`src/rtl/pipe_stage_reg.sv`:
```
// Elastic inter-stage pipeline register (valid/ready) carrying a data bundle
// and a control bundle between two pipeline stages.
// - SKID=1: two entries (output register plus skid register); in_ready is a
//   flop, which breaks the combinational ready path back to the upstream stage.
// - SKID=0: one entry; in_ready is combinational.
// The control bundle is held at zero whenever out_valid is low, so a bubble
// can never carry a stale reg_write/jal bit. The data bundle keeps its last
// value during bubbles so the datapath does not toggle. A flush kills every
// held beat and any beat accepted in the same cycle.
module pipe_stage_reg #(
    parameter int DATA_W = 96,
    parameter int CTRL_W = 8,
    parameter int SKID   = 1
) (
    input  logic              clock,
    input  logic              reset,
    input  logic              in_valid,
    output logic              in_ready,
    input  logic [DATA_W-1:0] in_data,
    input  logic [CTRL_W-1:0] in_ctrl,
    input  logic              flush,
    output logic              out_valid,
    input  logic              out_ready,
    output logic [DATA_W-1:0] out_data,
    output logic [CTRL_W-1:0] out_ctrl,
    output logic [1:0]        occupancy
);

    // EMPTY: nothing held; MAIN: one beat in the output register;
    // SKID_FULL: output register plus skid register both hold a beat.
    typedef enum logic [1:0] {
        EMPTY     = 2'd0,
        MAIN      = 2'd1,
        SKID_FULL = 2'd2
    } state_t;

    localparam logic [1:0] OCC_MAX = (SKID != 0) ? 2'd2 : 2'd1;

    state_t            state_reg;
    state_t            state_next;
    logic [DATA_W-1:0] main_data_reg;
    logic [DATA_W-1:0] main_data_next;
    logic [CTRL_W-1:0] main_ctrl_reg;
    logic [CTRL_W-1:0] main_ctrl_next;
    logic [DATA_W-1:0] skid_data_reg;
    logic [DATA_W-1:0] skid_data_next;
    logic [CTRL_W-1:0] skid_ctrl_reg;
    logic [CTRL_W-1:0] skid_ctrl_next;
    logic              accept;
    logic              consume;

    assign out_valid = (state_reg != EMPTY);
    assign out_data  = main_data_reg;
    assign out_ctrl  = main_ctrl_reg;
    assign accept    = in_valid & in_ready;
    assign consume   = out_valid & out_ready;

    // Ready generation: registered for the skid build, combinational otherwise.
    // Both are forced low while reset is held.
    generate
        if (SKID != 0) begin : g_skid_ready
            logic ready_reg;

            // in_ready flop: high unless the skid entry will be occupied next cycle.
            always_ff @(posedge clock or negedge reset) begin
                if (!reset) begin
                    ready_reg <= 1'b1;
                end else begin
                    ready_reg <= (state_next != SKID_FULL);
                end
            end

            assign in_ready = ready_reg & reset;
        end else begin : g_comb_ready
            assign in_ready = reset & (~out_valid | out_ready);
        end
    endgenerate

    // Next-state and register-load decisions; flush overrides everything.
    always_comb begin
        state_next     = state_reg;
        main_data_next = main_data_reg;
        main_ctrl_next = main_ctrl_reg;
        skid_data_next = skid_data_reg;
        skid_ctrl_next = skid_ctrl_reg;

        case (state_reg)
            EMPTY: begin
                if (accept) begin
                    state_next     = MAIN;
                    main_data_next = in_data;
                    main_ctrl_next = in_ctrl;
                end
            end
            MAIN: begin
                if (consume && accept) begin
                    main_data_next = in_data;
                    main_ctrl_next = in_ctrl;
                end else if (consume) begin
                    // Going empty: clear control, keep data to avoid toggling.
                    state_next     = EMPTY;
                    main_ctrl_next = '0;
                end else if (accept && (SKID != 0)) begin
                    // Output is stalled; park the new beat in the skid entry.
                    state_next     = SKID_FULL;
                    skid_data_next = in_data;
                    skid_ctrl_next = in_ctrl;
                end
            end
            SKID_FULL: begin
                if (consume) begin
                    // Older skid beat advances so FIFO order is preserved.
                    state_next     = MAIN;
                    main_data_next = skid_data_reg;
                    main_ctrl_next = skid_ctrl_reg;
                    skid_ctrl_next = '0;
                end
            end
            default: begin
                state_next     = EMPTY;
                main_ctrl_next = '0;
                skid_ctrl_next = '0;
            end
        endcase

        if (flush) begin
            // Drop every held and incoming beat; data keeps its last value.
            state_next     = EMPTY;
            main_data_next = main_data_reg;
            main_ctrl_next = '0;
            skid_ctrl_next = '0;
        end
    end

    // State register with asynchronous clear of everything held.
    always_ff @(posedge clock or negedge reset) begin
        if (!reset) begin
            state_reg     <= EMPTY;
            main_data_reg <= '0;
            main_ctrl_reg <= '0;
            skid_data_reg <= '0;
            skid_ctrl_reg <= '0;
        end else begin
            state_reg     <= state_next;
            main_data_reg <= main_data_next;
            main_ctrl_reg <= main_ctrl_next;
            skid_data_reg <= skid_data_next;
            skid_ctrl_reg <= skid_ctrl_next;
        end
    end

    // Occupancy is the number of held beats, decoded from the state.
    always_comb begin
        occupancy = 2'd0;
        case (state_reg)
            EMPTY:     occupancy = 2'd0;
            MAIN:      occupancy = 2'd1;
            SKID_FULL: occupancy = 2'd2;
            default:   occupancy = 2'd0;
        endcase
    end

    // Invariants: no control on bubbles, bounded occupancy, stable stalled beat.
    a_ctrl_zero_on_bubble: assert property (@(posedge clock) disable iff (!reset)
        !out_valid |-> (out_ctrl == '0));

    a_occupancy_bound: assert property (@(posedge clock) disable iff (!reset)
        occupancy <= OCC_MAX);

    a_stall_stable: assert property (@(posedge clock) disable iff (!reset)
        (out_valid && !out_ready && !flush) |=> ($stable(out_data) && $stable(out_ctrl)));

endmodule

```
`config.mk`:
```
export PLATFORM = sky130hd
export DESIGN_NAME = pipe_stage_reg
export DESIGN_NICKNAME = d
export VERILOG_FILES = /design/src/rtl/pipe_stage_reg.sv
export SDC_FILE = /design/constraint.sdc
export NUM_CORES = 1
export LEC_CHECK = 0
export CAP_MARGIN = 30
export CORE_MARGIN = 4
export CORE_UTILIZATION = 50
export DETAILED_ROUTE_END_ITERATION = 7
export PLACE_DENSITY = 0.91
export SYNTH_ARGS = -nofsm -noshare
export SYNTH_HDL_FRONTEND = slang
export SYNTH_SLANG_ARGS = --single-unit
```
`constraint.sdc`:
```
create_clock -name clock -period 2.3 [get_ports clock]
set_input_delay 0.46 -clock clock [delete_from_list [all_inputs] [get_ports clock]]
set_output_delay 0.46 -clock clock [all_outputs]
set_load 0.005 [all_outputs]
```
# After elaboration in Yosys (flattened, before gate mapping)
# Index checks and enable logic that the tools add are counted.
[word_totals]
out_inout_bits = 108
regBits = 211
[op_classes]
n_mux = 22
reduce_logical = 8
n_bitwise = 6
n_eq_ne = 13
[ops]
columns = ["cell", "n"]
rows = [
  ["2-to-1 mux 96 bit", 3],
  ["one-hot mux 96 bit (3 select lines)", 1],
  ["2-to-1 mux 8 bit", 8],
  ["one-hot mux 8 bit (3 select lines)", 2],
  ["!= test 3 bit, second input constant", 5],
  ["2-to-1 mux 2 bit", 6],
  ["!= test 2 bit, second input constant", 5],
  ["AND reduction 5 bit", 2],
  ["one-hot mux 2 bit (3 select lines)", 1],
  ["!= test 4 bit, second input constant", 1],
  ["one-hot mux 2 bit (2 select lines)", 1],
  ["AND reduction 4 bit", 1],
  ["bitwise AND 1 bit", 3],
  ["NOT 1 bit", 3],
  ["AND reduction 3 bit", 1],
  ["nonzero test 3 bit", 1],
  ["equality test 2 x 1 -> 1 bit, second input constant", 1],
  ["equality test 2 bit, second input constant", 1],
  ["logical NOT 2 bit", 1],
  ["nonzero test 2 bit", 1],
  ["logical AND 1 bit", 1],
]

# Depth between registers and ports, before layout
[logic_depth]
word_depth = 8
ltp_mapped = 7
depth_no_buf = 4

# Least setup slack after synthesis
# No wires, ideal clock.
[synth_path]
kind = "flip-flop to flip-flop"
from = "register g_skid_ready.ready_reg"
to = "register main_data_reg[0] (netlist: out_data[0])"
setup_time_ns = 0.125
required_time_ns = 2.175
slack_ns = 0.474
path_stages_with_launch = 6
arrival_time_ns = 1.701
cell_sequence = "dfstp_2 > nand3_2 > o31ai_4 > buf_4 > buf_4 > mux2_2"
[synth_between]
elab_chain_cells = 5
word_cells_on_any_way = 6
classes_between = "2 x eq/ne; 2 x bitwise; 2 x reduce/logical"
[synth_rtl]
columns = ["item", "line_no", "rtl"]
rows = [
  ["start: declaration", "62", "logic ready_reg;"],
  ["start signal: assignment", "69", "ready_reg <= (state_next != SKID_FULL);"],
  ["bitwise AND 1 bit (*)", "73", "assign in_ready = ready_reg & reset;"],
  ["bitwise AND 1 bit (*)", "55", "assign accept = in_valid & in_ready;"],
  ["logical AND 1 bit", "96", "if (consume && accept) begin"],
  ["!= test 2 bit (no source line)", "n/a", ""],
  ["AND reduction 5 bit (no source line) (*)", "n/a", ""],
  ["end signal: assignment", "145", "main_data_reg <= main_data_next;"],
  ["end: declaration", "41", "logic [DATA_W-1:0] main_data_reg;"],
]
# Mark *: on every way between the ends. The rest lies on a longest branch, timed or not.
# A chain may end at the register's enable or synchronous reset.

# Final worst setup path
[layout_path]
from = "register state_reg[0]"
to = "output occupancy[1]"
[layout_between]
elab_chain_cells = 2
word_cells_on_any_way = 3
classes_between = "2 x eq/ne; 1 x mux"
[layout_rtl]
columns = ["item", "line_no", "rtl"]
rows = [
  ["start: declaration", "39", "state_t state_reg;"],
  ["start signal: assignment", "144", "state_reg <= state_next;"],
  ["equality test 2 bit / equality test 2 x 1 -> 1 bit (equally long branches)", "155", "case (state_reg)"],
  ["one-hot mux 2 bit (2 select lines) (*)", "155", ""],
  ["end: declaration", "26", "output logic [1:0] occupancy"],
]
# Marked as above.

==> out/metrics.csv <==
metric;value;unit
worst_ir_drop_vdd;0.617;mV
synthTopCellsByArea;dfrtp_1, mux2_2, mux2_1;
cp_data_arrival_time;1.79;ns
tightest_slew;1.08;ns
max_freq;444;MHz
worst_ep_required_time;1.84;ns
port_buffers;216;
start_util;50.9;%
setup.worst_path.start_class;flop;
areaGrowthSynthToFinish;37.4;%
fin_area;12600;um2
design.die.area;20600;um2
synth_flop_cell;dfrtp_1;
crit_type;flop to output port;
worstPathCellList;nand2b_4 > inv_4 > clkdlybuf4s50_1;
setup_viol_count_final;0;
drt_iter0_drc;225;
fin_crit_sh;97.8;%
crit_fanout;9;
holdCritPathClass;flop to flop;
ys_seq_area_share;57.5;%
finalSetupTns;0;ns
clockRootBuffer;clkbuf_16;
n_antenna_cell;0;
hold_depth;1;
cts-buffers-inserted;23;
drcViolationCount;0;
fp.coreArea;18000;um2
ys_types;30;
drive_above_1_share;41.0;%
worstSkewPairLatency;0.49;ns
rsz0062_at_grt;true;
ys_async_sr_fraction;100;%
fp.dieH;143;um
synth-edff-count;0;
synth_area_per_cell;15.5;um2
synth_nets;701;
nets;948;
cts_buffer_depth;3;
period_needed;2.25;ns
final_hold_viol_count;0;
grt_pass1_vias;6268;
clk_pin_slew;0.06;ns
route.vias.total;5848;
maxSlewHeadroom;28.3;%
endpoint_kind;output port;
synth-xor-area-share;0;%
worst_r2r_path_depth;6;
ant_nets;0;
muxShareOfSynthArea;35.6;%
powerDensity;862;nW/um2
grt_max_degree;192;
nFillCells;1242;
routedWlPerCell;19.3;um
gr-total-overflow;0;
synth_top_family_by_area;multiplexers;
place_congestion;0.821;
grt_pass1_wl;33.3;mm
ys_warn_count;0;
synth_area_leader_cell;dfrtp_1;
grt_use_total;20.0;%
clock-sinks;211;
synthSimpleGateAreaFrac;1.66;%
drt_wl_total;20.9;mm
slowest_delay;0.51;ns
syn_area;9180;um2
routed_via_density;5.40;
report.final.slew_viol_count;0;
cap_violations;0;
synth_compound_area_share;2.86;%
synthAdderAreaFrac;0;%
synth_top_area_share;57.3;%
synth_seq_cells;211;
cts_max_level;1;
dieWidth;143;um
firstDrtPassIters;4;
finalClockSkew;0.0125;ns
p_leak;5.35;nW
dpl_cell_area;11900;um2
dp.final_hpwl;13.9;mm
cts_tree;yes;
pin_count;217;
rows;49;
worst_path_max_delay_cell;clkdlybuf4s50_1;
syn_inst;592;
antenna_found_initial;0;
status;completed;
## per-layer routing
metal	global-route usage, %	vias to the layer above	part of all wire (%)
li1	-	2657	-
met1	26.5	3002	42
met2	34.3	157	50
met3	3.69	32	5.4
met4	5.05	0	2.1
met5	0	-	0
## cell usage after synthesis (3+ instances only)
cell type and instances:
mux2_1 22, a22o_1 8, a22oi_1 8, nand2b_1 10, buf_4 10, inv_1 3
dfrtp_1 210, buf_2 21, mux2_2 267, o32ai_1 10
## cell usage in the layout (no fill, tap or decap), types with 3 or more instances in the layout
| cell type | netlist | routed |
|---|---|---|
| mux2_2 | 267 | 267 |
| clkbuf_16 | 0 | 23 |
| buf_12 | 0 | 13 |
| clkbuf_8 | 0 | 5 |
| clkbuf_1 | 2 | 10 |
| inv_1 | 3 | 3 |
| a22oi_1 | 8 | 8 |
| nand2b_1 | 10 | 8 |
| dfrtp_1 | 210 | 208 |
| a22o_1 | 8 | 8 |
| mux2_1 | 22 | 22 |
| o32ai_1 | 10 | 10 |
| buf_4 | 10 | 25 |
| clkdlybuf4s50_1 | 0 | 214 |
## area by class of cell
cell class                      count  area [um2]  share of cell area [%]
Timing Repair Buffer              256        2630                    20.9
Sequential cell                   211        5280                    41.9
Clock buffer                       37         668                    5.30
Tap cell                          229         287                    2.27
Inverter                            5        21.3                   0.169
Clock inverter                      3        17.5                   0.139
Multi-Input combinational cell    342        3700                    29.4
## worst max-delay path, delay by kind of cell (launching register included)
family,cells,cell delay [ns]
AND/OR/NAND/NOR,1,0.20
buffers and inverters,2,0.62
flip-flops,1,0.47
## repair_timing
item	in CTS	in global routing
hold buffers	1	0
hold endpoints to repair	20	0
resized for setup	3	4
setup endpoints to repair	2	3
buffers inserted	0	1
## kinds of logic (layout without fill, tap and decap cells)
kind of cell,after synthesis,in the layout
mux,290,290
flops,211,211
buf+inv,39,301
compound gates,30,30
simple gates,22,22
## through the flow
step	hold slack, ns	instances	setup WS (ns)	total power [mW]	utilization [%]
final	0.482	1083	0.0500	10.9	70.0
after global routing	0.505	1083	-0.0161	11.4	70.0
after CTS	0.488	1081	-0.00330	11.0	69.8
after detailed placement	0.475	1040	-0.0606	7.55	65.9
after global placement	0.469	1040	0.0254	7.42	65.9
after floorplan	0.164	592	0.474	6.07	-
## final timing paths
kind                                          start                            end  slack, ns
setup reg to reg             state_reg[1]$_DFF_PN0_       out_data[54]$_DFFE_PN0P_       0.36
max in group asynchronous                     reset       out_data[51]$_DFFE_PN0P_       0.70
min in group asynchronous                     reset  skid_data_reg[21]$_DFFE_PN0P_       0.56
setup / recovery             state_reg[0]$_DFF_PN0_                   occupancy[1]       0.05
hold / removal             out_data[75]$_DFFE_PN0P_       out_data[75]$_DFFE_PN0P_       0.48
hold reg to reg            out_data[75]$_DFFE_PN0P_       out_data[75]$_DFFE_PN0P_       0.48
## power breakdown
part	total [mW]	leakage, nW	switching [mW]	internal [mW]
clock network	3.38	0.332	1.40	1.98
registers	5.10	2.59	0.473	4.63
logic	2.39	2.43	0.735	1.65
total	10.9	5.35	2.61	8.26
No activity file was read; power rests on OpenSTA's default activity.
